## src/rtl/hazard_ctrl_if.sv

```systemverilog
// hazard_ctrl_if: decode/miss/branch inputs and control/forwarding outputs of the hazard unit
// Signals:
//   id_*                      : decode-stage instruction fields (valid, sources, destination, flags)
//   ex_br_taken, i_miss, d_miss : redirect and cache-miss requests
//   stall_if, stall_id, bubble_ex, flush, freeze : pipeline control
//   mem_to_ex_fwd1/2, wb_to_ex_fwd1/2           : EX operand forwarding selects
//   state, stall_cnt          : controller state and saturating IF-stall cycle count
// Modports: master drives the inputs and observes the outputs; slave is the hazard unit.
interface hazard_ctrl_if;
   logic        id_valid;
   logic [4:0]  id_rs1;
   logic [4:0]  id_rs2;
   logic        id_uses_rs1;
   logic        id_uses_rs2;
   logic [4:0]  id_rd;
   logic        id_reg_write;
   logic        id_is_load;
   logic        ex_br_taken;
   logic        i_miss;
   logic        d_miss;
   logic        stall_if;
   logic        stall_id;
   logic        bubble_ex;
   logic        flush;
   logic        freeze;
   logic        mem_to_ex_fwd1;
   logic        mem_to_ex_fwd2;
   logic        wb_to_ex_fwd1;
   logic        wb_to_ex_fwd2;
   logic [1:0]  state;
   logic [15:0] stall_cnt;
   modport master (
      output id_valid, id_rs1, id_rs2, id_uses_rs1, id_uses_rs2, id_rd, id_reg_write, id_is_load,
      output ex_br_taken, i_miss, d_miss,
      input  stall_if, stall_id, bubble_ex, flush, freeze,
      input  mem_to_ex_fwd1, mem_to_ex_fwd2, wb_to_ex_fwd1, wb_to_ex_fwd2, state, stall_cnt
   );
   modport slave (
      input  id_valid, id_rs1, id_rs2, id_uses_rs1, id_uses_rs2, id_rd, id_reg_write, id_is_load,
      input  ex_br_taken, i_miss, d_miss,
      output stall_if, stall_id, bubble_ex, flush, freeze,
      output mem_to_ex_fwd1, mem_to_ex_fwd2, wb_to_ex_fwd1, wb_to_ex_fwd2, state, stall_cnt
   );
endinterface

```

## src/rtl/hazard_ctrl.sv

```systemverilog
// hazard_ctrl: pipeline hazard unit -- stalls, bubbles, flushes, freeze and EX operand forwarding
// Ports:
//   clk   : pipeline clock, state updates on the rising edge
//   rst_n : asynchronous active-low reset
//   h     : hazard_ctrl_if.slave -- decode fields and miss/branch requests in; control, forwarding,
//           registered state and saturating stall count out
module hazard_ctrl (
   input logic          clk,
   input logic          rst_n,
   hazard_ctrl_if.slave h
);
   typedef enum logic [1:0] {RUN = 2'b00, IMISS = 2'b01, DMISS = 2'b10, LDSTALL = 2'b11} state_t;
   typedef struct packed {
      logic [4:0] rs1;
      logic [4:0] rs2;
      logic       uses1;
      logic       uses2;
      logic [4:0] rd;
      logic       reg_write;
      logic       is_load;
   } ex_t;
   typedef struct packed {
      logic [4:0] rd;
      logic       reg_write;
   } wr_t;
   state_t      state_q, state_d;
   ex_t         ex_q;
   wr_t         mem_q, wb_q;
   logic [15:0] cnt_q;
   logic        hazard, stall_if, stall_id, bubble_ex, flush, freeze, kill;
   logic        mem1, mem2, wb1, wb2;
   // Every control output is gated by rst_n so outputs read 0 while reset is held.
   always_comb begin
      hazard    = h.id_valid & ex_q.is_load & ex_q.reg_write & (ex_q.rd != 5'd0) &
                  ((h.id_uses_rs1 & (h.id_rs1 == ex_q.rd)) | (h.id_uses_rs2 & (h.id_rs2 == ex_q.rd)));
      state_d   = h.d_miss ? DMISS : h.i_miss ? IMISS : hazard ? LDSTALL : RUN;
      freeze    = rst_n & h.d_miss;
      flush     = rst_n & ~h.d_miss & h.ex_br_taken;
      stall_if  = rst_n & (h.d_miss | h.i_miss | (~h.ex_br_taken & hazard));
      stall_id  = rst_n & (h.d_miss | (~h.ex_br_taken & (h.i_miss | hazard)));
      bubble_ex = rst_n & ~h.d_miss & ~h.ex_br_taken & (h.i_miss | hazard);
      kill      = bubble_ex | flush | ~h.id_valid;
      mem1      = ex_q.uses1 & mem_q.reg_write & (mem_q.rd != 5'd0) & (mem_q.rd == ex_q.rs1);
      mem2      = ex_q.uses2 & mem_q.reg_write & (mem_q.rd != 5'd0) & (mem_q.rd == ex_q.rs2);
      wb1       = ex_q.uses1 & wb_q.reg_write & (wb_q.rd != 5'd0) & (wb_q.rd == ex_q.rs1) & ~mem1;
      wb2       = ex_q.uses2 & wb_q.reg_write & (wb_q.rd != 5'd0) & (wb_q.rd == ex_q.rs2) & ~mem2;
   end
   always_ff @(posedge clk or negedge rst_n) begin
      if (!rst_n) state_q <= RUN;
      else state_q <= state_d;
   end
   // Shadow pipeline mirrors EX/MEM/WB; a frozen pipe holds every stage.
   always_ff @(posedge clk or negedge rst_n) begin
      if (!rst_n) begin
         cnt_q <= '0;
         ex_q  <= '0;
         mem_q <= '0;
         wb_q  <= '0;
      end else begin
         if (stall_if && cnt_q != 16'hFFFF) cnt_q <= cnt_q + 16'd1;
         if (!freeze) begin
            wb_q  <= mem_q;
            mem_q <= {ex_q.rd, ex_q.reg_write};
            ex_q  <= kill ? '0 : {h.id_rs1, h.id_rs2, h.id_uses_rs1, h.id_uses_rs2,
                                  h.id_rd, h.id_reg_write, h.id_is_load};
         end
      end
   end
   assign h.stall_if       = stall_if;
   assign h.stall_id       = stall_id;
   assign h.bubble_ex      = bubble_ex;
   assign h.flush          = flush;
   assign h.freeze         = freeze;
   assign h.mem_to_ex_fwd1 = mem1 & ~freeze;
   assign h.mem_to_ex_fwd2 = mem2 & ~freeze;
   assign h.wb_to_ex_fwd1  = wb1 & ~freeze;
   assign h.wb_to_ex_fwd2  = wb2 & ~freeze;
   assign h.state          = state_q;
   assign h.stall_cnt      = cnt_q;
endmodule

```

## src/flat_wrapper.sv

```systemverilog
// flat-port wrapper written by rule: the top's interface ports become plain ports
module hazard_ctrl_flat 
  (clk, rst_n, h_id_valid, h_id_rs1, h_id_rs2, h_id_uses_rs1, h_id_uses_rs2, h_id_rd, h_id_reg_write, h_id_is_load, h_ex_br_taken, h_i_miss, h_d_miss, h_stall_if, h_stall_id, h_bubble_ex, h_flush, h_freeze, h_mem_to_ex_fwd1, h_mem_to_ex_fwd2, h_wb_to_ex_fwd1, h_wb_to_ex_fwd2, h_state, h_stall_cnt);
  hazard_ctrl_if h_i ();
  input logic clk;
  input logic rst_n;
  input wire logic [$bits(h_i.id_valid)-1:0] h_id_valid;
  input wire logic [$bits(h_i.id_rs1)-1:0] h_id_rs1;
  input wire logic [$bits(h_i.id_rs2)-1:0] h_id_rs2;
  input wire logic [$bits(h_i.id_uses_rs1)-1:0] h_id_uses_rs1;
  input wire logic [$bits(h_i.id_uses_rs2)-1:0] h_id_uses_rs2;
  input wire logic [$bits(h_i.id_rd)-1:0] h_id_rd;
  input wire logic [$bits(h_i.id_reg_write)-1:0] h_id_reg_write;
  input wire logic [$bits(h_i.id_is_load)-1:0] h_id_is_load;
  input wire logic [$bits(h_i.ex_br_taken)-1:0] h_ex_br_taken;
  input wire logic [$bits(h_i.i_miss)-1:0] h_i_miss;
  input wire logic [$bits(h_i.d_miss)-1:0] h_d_miss;
  output wire logic [$bits(h_i.stall_if)-1:0] h_stall_if;
  output wire logic [$bits(h_i.stall_id)-1:0] h_stall_id;
  output wire logic [$bits(h_i.bubble_ex)-1:0] h_bubble_ex;
  output wire logic [$bits(h_i.flush)-1:0] h_flush;
  output wire logic [$bits(h_i.freeze)-1:0] h_freeze;
  output wire logic [$bits(h_i.mem_to_ex_fwd1)-1:0] h_mem_to_ex_fwd1;
  output wire logic [$bits(h_i.mem_to_ex_fwd2)-1:0] h_mem_to_ex_fwd2;
  output wire logic [$bits(h_i.wb_to_ex_fwd1)-1:0] h_wb_to_ex_fwd1;
  output wire logic [$bits(h_i.wb_to_ex_fwd2)-1:0] h_wb_to_ex_fwd2;
  output wire logic [$bits(h_i.state)-1:0] h_state;
  output wire logic [$bits(h_i.stall_cnt)-1:0] h_stall_cnt;
  assign h_i.id_valid = h_id_valid;
  assign h_i.id_rs1 = h_id_rs1;
  assign h_i.id_rs2 = h_id_rs2;
  assign h_i.id_uses_rs1 = h_id_uses_rs1;
  assign h_i.id_uses_rs2 = h_id_uses_rs2;
  assign h_i.id_rd = h_id_rd;
  assign h_i.id_reg_write = h_id_reg_write;
  assign h_i.id_is_load = h_id_is_load;
  assign h_i.ex_br_taken = h_ex_br_taken;
  assign h_i.i_miss = h_i_miss;
  assign h_i.d_miss = h_d_miss;
  assign h_stall_if = h_i.stall_if;
  assign h_stall_id = h_i.stall_id;
  assign h_bubble_ex = h_i.bubble_ex;
  assign h_flush = h_i.flush;
  assign h_freeze = h_i.freeze;
  assign h_mem_to_ex_fwd1 = h_i.mem_to_ex_fwd1;
  assign h_mem_to_ex_fwd2 = h_i.mem_to_ex_fwd2;
  assign h_wb_to_ex_fwd1 = h_i.wb_to_ex_fwd1;
  assign h_wb_to_ex_fwd2 = h_i.wb_to_ex_fwd2;
  assign h_state = h_i.state;
  assign h_stall_cnt = h_i.stall_cnt;
  hazard_ctrl u_core (.clk(clk), .rst_n(rst_n), .h(h_i));
endmodule
```

## config.mk

```make
export PLATFORM = sky130hd
export DESIGN_NAME = hazard_ctrl_flat
export DESIGN_NICKNAME = d
export VERILOG_FILES = /design/src/rtl/hazard_ctrl_if.sv /design/src/rtl/hazard_ctrl.sv /design/src/flat_wrapper.sv
export SDC_FILE = /design/constraint.sdc
export NUM_CORES = 1
export LEC_CHECK = 0
export ABC_AREA = 1
export BUFFER_PORTS_ARGS = -buffer_cell sky130_fd_sc_hd__buf_4
export CELL_PAD_IN_SITES_DETAIL_PLACEMENT = 0
export CELL_PAD_IN_SITES_GLOBAL_PLACEMENT = 2
export CORE_MARGIN = 2
export CORE_UTILIZATION = 33
export DETAILED_ROUTE_END_ITERATION = 7
export PLACE_DENSITY = 0.84
export SKIP_CTS_REPAIR_TIMING = 1
export SLEW_MARGIN = 20
export SYNTH_ARGS = -nofsm -noshare
export SYNTH_HDL_FRONTEND = slang
export SYNTH_SLANG_ARGS = --single-unit
```

## constraint.sdc

```tcl
create_clock -name clk -period 4.7 [get_ports clk]
set_input_delay 0.47 -clock clk [delete_from_list [all_inputs] [get_ports clk]]
set_output_delay 0.47 -clock clk [all_outputs]
set_load 0.02 [all_outputs]
```

## Word level (Yosys, flattened, before mapping)

Cells that the tools add are included.

- Add/sub/neg operators: 1
- Equal/unequal tests: 7
- Multipliers: 0
- Shifts and indexed selects: 0
- Order comparisons: 0
- Bitwise logic cells: 46
- Muxes and demuxes: 4
- Div/mod/pow operators: 0
- Reduce and logical (&&, ||, !) cells: 4

Operators with widths:

| operator | count |
|---|---|
| bitwise AND 1 bit | 33 |
| equality test 5 bit | 6 |
| two-way mux 19 bit | 1 |
| adder 16 x 1 -> 16 bit (second input constant) | 1 |
| inequality test 16 bit (second input constant) | 1 |
| nonzero test 5 bit | 3 |
| OR 1 bit | 7 |
| two-way mux 2 bit | 3 |
| NOT 1 bit | 6 |
| logical AND 1 bit | 1 |

- Bits in read-only memories: 0
- Logic and storage cells: 75
- Register bits after elaboration: 49
- Bits in writable memories: 0
- Memories: 0
- Latch bits: 0
- Input bits: 25
- Output and inout bits: 27

## Logic depth before layout (Yosys ltp)

Gate-level depths: netlist (run 1).

- Depth in word-level cells: 9
- Mapped depth: 12
- Mapped depth without buffers: 11

## Worst setup path before layout (run 1)

Ideal clock, no wire load.

- Path kind: input-to-output
- Start: input port rst_n
- End: output port h_mem_to_ex_fwd1
- Required time: 4.230 ns
- Buffers on the path: 1
- Stages: 4
- Arrival: 1.622 ns
- Path slack: 2.608 ns
- Cells stage by stage: nand2_1 -> inv_2 -> clkbuf_1 -> nor4_1

- Word-level cells in the longest chain between the ends: 3

Ends and longest elaborated chain:

| what | line | RTL |
|---|---|---|
| from (decl) | flat_wrapper.sv:6 | `input logic rst_n;` |
| bitwise AND 1 bit | hazard_ctrl.sv:37 | `freeze = rst_n & h.d_miss;` |
| NOT 1 bit | hazard_ctrl.sv:74 | `assign h.mem_to_ex_fwd1 = mem1 & ~freeze;` |
| bitwise AND 1 bit | hazard_ctrl.sv:74 |  |
| to (decl) | flat_wrapper.sv:23 | `output wire logic [$bits(h_i.mem_to_ex_fwd1)-1:0] h_mem_to_ex_fwd1;` |

Every way passes these cells.

## Worst setup path in the final report (run 1)

- Start: input port h_d_miss
- End: output port h_mem_to_ex_fwd1

- Word-level cells in the longest chain between the ends: 3

Ends and longest elaborated chain:

| what | line | RTL |
|---|---|---|
| from (decl) | flat_wrapper.sv:17 | `input wire logic [$bits(h_i.d_miss)-1:0] h_d_miss;` |
| bitwise AND 1 bit | hazard_ctrl.sv:37 |  |
| NOT 1 bit | hazard_ctrl.sv:74 |  |
| bitwise AND 1 bit | hazard_ctrl.sv:74 |  |

Every way passes these cells.

==> flow_metrics.tcl, run 1 <==
set metrics [dict create \
    drc 0 \
    p_int_w 0.000675 \
    drive_gt1_share_pct 17.0 \
    power_density_nw_per_um2 287 \
    pwr-share-comb_pct 22.6 \
    fin_ws_ns 2.13 \
    rsz0062_at_grt "false" \
    drt-initial-drc-count 131 \
    synth_most_common_cell "nand2_1" \
    tns_ns 0 \
    root_buffer "clkbuf_8" \
    p_switching_w 0.000335 \
    max-clock-path-buffers 2 \
    detailed_place.area_um2 3420 \
    clk_pin_slew_ns 0.09 \
    outcome "completed" \
    dr.pass1.iters 4 \
    n_fill_cell 972 \
    end_kind "output port" \
    synth_seq_cells 49 \
    finalCriticalPeriod_ns 2.57 \
    hp-class "primary input to asynchronous set/reset pin" \
    synth_area_leader_cell "dfrtp_1" \
    syn2layout_area_growth_pct 19.5 \
    antenna_found_initial 0 \
    core-area_um2 8680 \
    clk_latency_ns 0.30 \
    nNetsFinal 496 \
    vias 2719 \
    crit_arrival_ns 2.10 \
    cts.sinks 49 \
    multiInputGateArea_um2 1450 \
    clock_power_share_pct 26.8 \
    min_period_over_period_pct 54.8 \
    maxCapViolations 0 \
    ioPinCount 52 \
    drv_slew 0 \
    numPortBuffers 51 \
    final-seq-area_um2 1230 \
    seqPwrFrac_pct 50.5 \
    synthFlopType "dfrtp_1" \
    viasPerCell 4.70 \
    pre_cts_ws_ns 2.11 \
    grt_max_degree 53 \
    routedWlPerCell_um 13.1 \
    cp_max_fo 24 \
    yosysWarnings 0 \
    slew_headroom_pct 56.1 \
    dp_hpwl_um 5600 \
    grt_usage_pct 15.9 \
    vdd_drop_max_mv 0.117 \
    synth.area.top_cells "dfrtp_1 42%, nand2_1 18%, nand3_1 8.0%" \
    grt_pass1_vias 2514 \
    synth-async-reset-ratio_pct 100 \
    antennaDiodeCount 0 \
    cts_buffers 5 \
    required_ns 4.23 \
    fp-row-count 34 \
    fin_area_um2 3520 \
    yosysTopAreaCellShare_pct 41.6 \
    swShare_pct 33.2 \
    grt_pass1_wl_um 12600 \
    synth_fp_nets 447 \
    wirelength_um 7560 \
    cts_tree "built" \
    gp_congestion 0.784 \
    ys_top_cells_by_count "144 x nand2_1, 49 x dfrtp_1, 48 x inv_1" \
    gr-total-overflow 0 \
    setup_viol 0 \
    synth-edff-count 0 \
    netlist_area_um2 2950 \
    dieArea_um2 9700 \
    fmax_mhz 389 \
    worst_pin_slew_ns 0.659 \
    cts_max_level 2 \
    start_util_pct 34.0 \
    crit_type "primary input to output port" \
    hold_violations 0 \
    antenna_left 0 \
    fp.dieW_um 98.5 \
    avgSynthCellArea_um2 7.00 \
    dieHeight_um 98.5 \
    start_kind "primary input" \
    clock_skew_ns 0.00863 \
    leakage_nw 1.87 \
    whs_ns 0.296 \
    ys_seq_area_share_pct 41.6 \
    postSynthCellCount 421 \
    synthDistinctLibCells 29 \
]
-- routing by layer --
| layer | up-vias | global-route usage (%) | part of all wire [%] |
|---|---|---|---|
| li1 | 1423 | - | - |
| met1 | 1250 | 24.9 | 54 |
| met2 | 44 | 23.3 | 43 |
| met3 | 2 | 2.34 | 3.0 |
| met4 | 0 | 3.48 | 0.58 |
| met5 | - | 0 | 0 |
-- worst paths after layout --
path                                             from                     end  slack (ns)  cells past startpoint
worst min-delay path                            rst_n          u_core.wb_q[3]        0.30                      2
max in group asynchronous                       rst_n          u_core.ex_q[9]        3.97                      2
min in group clk                             h_d_miss       u_core.h.state[0]        0.36                      2
worst max-delay path                         h_d_miss        h_mem_to_ex_fwd1        2.13                      5
worst min register to register         u_core.ex_q[0]          u_core.ex_q[0]        0.49                      2
worst max register to register  u_core.h.stall_cnt[0]  u_core.h.stall_cnt[14]        2.81                      9
-- placed cells by master, fill, tap and decap left out, drive strengths merged, types with 2 or more instances in the layout --
master and n:
xnor2 9, inv 54, clkbuf 6, nand2 150, nand4 4, o2111ai 3, xor2 9, a21oi 2
nor2 43, buf 54, dfrtp 49, o22ai 3, o21ai 19, nor4 3, nor3 8, nand3 49
-- through the flow --
| step | power [W] | cells | util (%) |
|---|---|---|---|
| final | 0.00101 | 579 | 40.6 |
| after global routing | 0.00108 | 579 | 40.6 |
| after CTS | 0.00103 | 579 | 40.6 |
| after detailed placement | 0.000750 | 571 | 39.4 |
| after global placement | 0.000748 | 571 | 39.4 |
| after floorplan | 0.000653 | 421 | - |
-- cells by family (layout without fill, tap and decap cells) --
group           after synthesis  after routing  share of synthesized area [%]
simple gates                257            257                           37.6
xor+xnor                     18             18                           5.35
flops                        49             49                           41.6
buf+inv                      66            116                           9.04
fa+ha+maj                     1              1                          0.425
compound gates               30             30                           5.95
-- flip-flops by register name (all words and copies together) (netlist names) --
register	cells
u_core.ex_q	19
u_core.wb_q	6
u_core.mem_q	6
u_core.h.stall_cnt	16
u_core.h.state	2
-- critical path, cell delays in order --
cell and delay, ns:
buf_4 0.14, nand2_1 0.48, inv_2 0.35, nor4_1 0.44
buf_4 0.21
-- final cells by class --
cell class                 count  area share [%]
inverter                      54            5.75
clock inverter                 2           0.462
clock buffer                   6            2.34
tap                          108            3.84
multi-input combinational    306            41.3
sequential                    49            34.8
timing repair buffer          54            11.5
-- power by group through the flow --
stage / Clock (W) / Combinational [W] / Sequential (W)
6_report: 0.000271 / 0.000229 / 0.000510
5_1_grt: 0.000300 / 0.000259 / 0.000518
4_1_cts: 0.000284 / 0.000232 / 0.000510
3_5_place_dp: 0 / 0.000231 / 0.000519
3_3_place_gp: 0 / 0.000230 / 0.000518
2_1_floorplan: 0 / 0.000129 / 0.000524
Power figures use the tool's default switching activity.
==> run 2: changes to the inputs <==
- CORE_UTILIZATION: 33 -> 31
- PLACE_DENSITY: 0.84 -> 0.8
- clock period: 4.7 -> 2.52 ns (I/O delays scaled with it)
==> run 2 against run 1 <==
  * Clock-buffer cell count down 1
  * Register-to-register slack lost 2.2 ns
  * Power grew 85%
  * Die area rose by 6.2%
  * Via count rose by 2.0%
  * Final area grew 1.4%
  * Wire length increased by 5.6%
  * Worst setup slack worse by 1.8 ns
  * Sequential share of layout area is 0.49 points lower
  * Core utilization decreased by 1.9 points
  * Clock skew down 0.0012 ns
  * Global-route usage increased by 0.82 points
  * Critical path type is now flop to output port
==> flow_metrics.tcl, run 2 (same netlist as run 1, synthesis figures left out) <==
set metrics [dict create \
    outcome "completed" \
    antennaDiodeCount 0 \
    leakage_nw 1.89 \
    drive_gt1_share_pct 17.5 \
    slew_headroom_pct 63.2 \
    fp-row-count 35 \
    setup_viol 0 \
    syn2layout_area_growth_pct 21.2 \
    max-clock-path-buffers 2 \
    drc 0 \
    cp_max_fo 12 \
    core-area_um2 9240 \
    grt_pass1_vias 2751 \
    antenna_left 0 \
    nNetsFinal 500 \
    dr.pass1.iters 4 \
    n_fill_cell 1006 \
    viasPerCell 4.59 \
    post-route-util_pct 38.7 \
    cts_tree "built" \
    cpMostUsedCell "nand2_1" \
    grt_pass1_wl_um 13600 \
    crit_chain "inv_1, nand2_1, nand2_1, nor2_1, nand3_1, nand2_1, nand2_1, nand2_1, nand2_1, inv_1, buf_4" \
    fp.dieW_um 101 \
    largest-register "u_core.ex_q" \
    hold_violations 0 \
    clk_latency_ns 0.30 \
    grt_max_degree 30 \
    clock_skew_ns 0.00740 \
    clk_pin_slew_ns 0.10 \
    crit_type "flop to output port" \
    gp_congestion 0.856 \
    grt_usage_pct 16.7 \
    vdd_drop_max_mv 0.203 \
    critPathMaxStageDelay_ns 0.43 \
    cts_buffers 5 \
    cts.sinks 49 \
    rsz0062_at_grt "false" \
    crit_arrival_ns 1.99 \
    final_common_cell "nand2_1" \
    tns_ns 0 \
    start_util_pct 31.9 \
    drt-initial-drc-count 85 \
    power_density_nw_per_um2 523 \
    dieHeight_um 101 \
    required_ns 2.27 \
    gr-total-overflow 0 \
    largest_reg_flops 19 \
    dieArea_um2 10300 \
    crit_slowest_cell "dfrtp_1" \
    vias 2774 \
    routedWlPerCell_um 13.2 \
    start_kind "flop" \
    end_kind "output port" \
    hp-class "primary input to asynchronous set/reset pin" \
    drv_slew 0 \
    layout_common_cells "144 x nand2_1, 57 x buf_4, 49 x dfrtp_1" \
    numPortBuffers 51 \
    root_buffer "clkbuf_8" \
    fmax_mhz 446 \
    worst_pin_slew_ns 0.550 \
    finalCriticalPeriod_ns 2.24 \
    ioPinCount 52 \
    cts_max_level 2 \
    antenna_found_initial 0 \
    wirelength_um 7990 \
    maxCapViolations 0 \
    dp_hpwl_um 6120 \
    min_period_over_period_pct 89.0 \
]
[run 2: area by class of cell]
class,count,area [um2],share of cell area (%)
multi-input cells,306,1450,40.7
well taps,129,161,4.52
clock inverters,3,21.3,0.595
inverters,54,203,5.67
flip-flops and latches,49,1230,34.3
clock buffers,5,68.8,1.93
repair buffers,58,438,12.3
[run 2: where the power goes]
group	switching (W)	internal, W	total (W)
logic	0.000257	0.000179	0.000435
registers	0.0000907	0.000856	0.000947
clock network	0.000289	0.000198	0.000486
[run 2: worst paths after layout]
| kind | start | to | slack [ns] | depth (start not counted) |
|---|---|---|---|---|
| min in group clk | h_d_miss | u_core.h.state[0] | 0.14 | 2 |
| max | u_core.ex_q[3] | h_bubble_ex | 0.28 | 11 |
| max in group asynchronous | rst_n | u_core.ex_q[7] | 1.73 | 3 |
| min reg2reg | u_core.ex_q[0] | u_core.ex_q[0] | 0.49 | 2 |
| min | rst_n | u_core.ex_q[14] | 0.01 | 2 |
| max reg2reg | u_core.ex_q[3] | u_core.ex_q[8] | 0.59 | 12 |
[run 2: per-stage QoR]
step / area, um2 / instances / hold slack, ns / total power, W / setup WS [ns]
3_5_place_dp: 3470 / 595 / 0.328 / 0.00140 / 0.530
4_1_cts: 3560 / 603 / -0.0173 / 0.00190 / 0.259
6_report: 3570 / 604 / 0.00982 / 0.00187 / 0.278
2_1_floorplan: 2950 / 421 / -0.0436 / 0.00122 / 0.840
5_1_grt: 3570 / 604 / 0.0167 / 0.00201 / 0.0889
3_3_place_gp: 3470 / 595 / 0.324 / 0.00140 / 0.537
[run 2: routing by layer]
| layer | vias up | track usage [%] | routed length [um] |
|---|---|---|---|
| met5 | - | 0 | 0 |
| met4 | 0 | 3.74 | 93 |
| met3 | 7 | 2.42 | 351 |
| met2 | 76 | 26.8 | 3560 |
| met1 | 1265 | 24.1 | 3990 |
| li1 | 1426 | - | - |
[run 2: worst max-delay path: cells and delay by family, from the launching register on]
kind                   cells  cell delay [ns]
buffers and inverters      3             0.39
DFF                        1             0.43
and+or+nand+nor            8             0.87
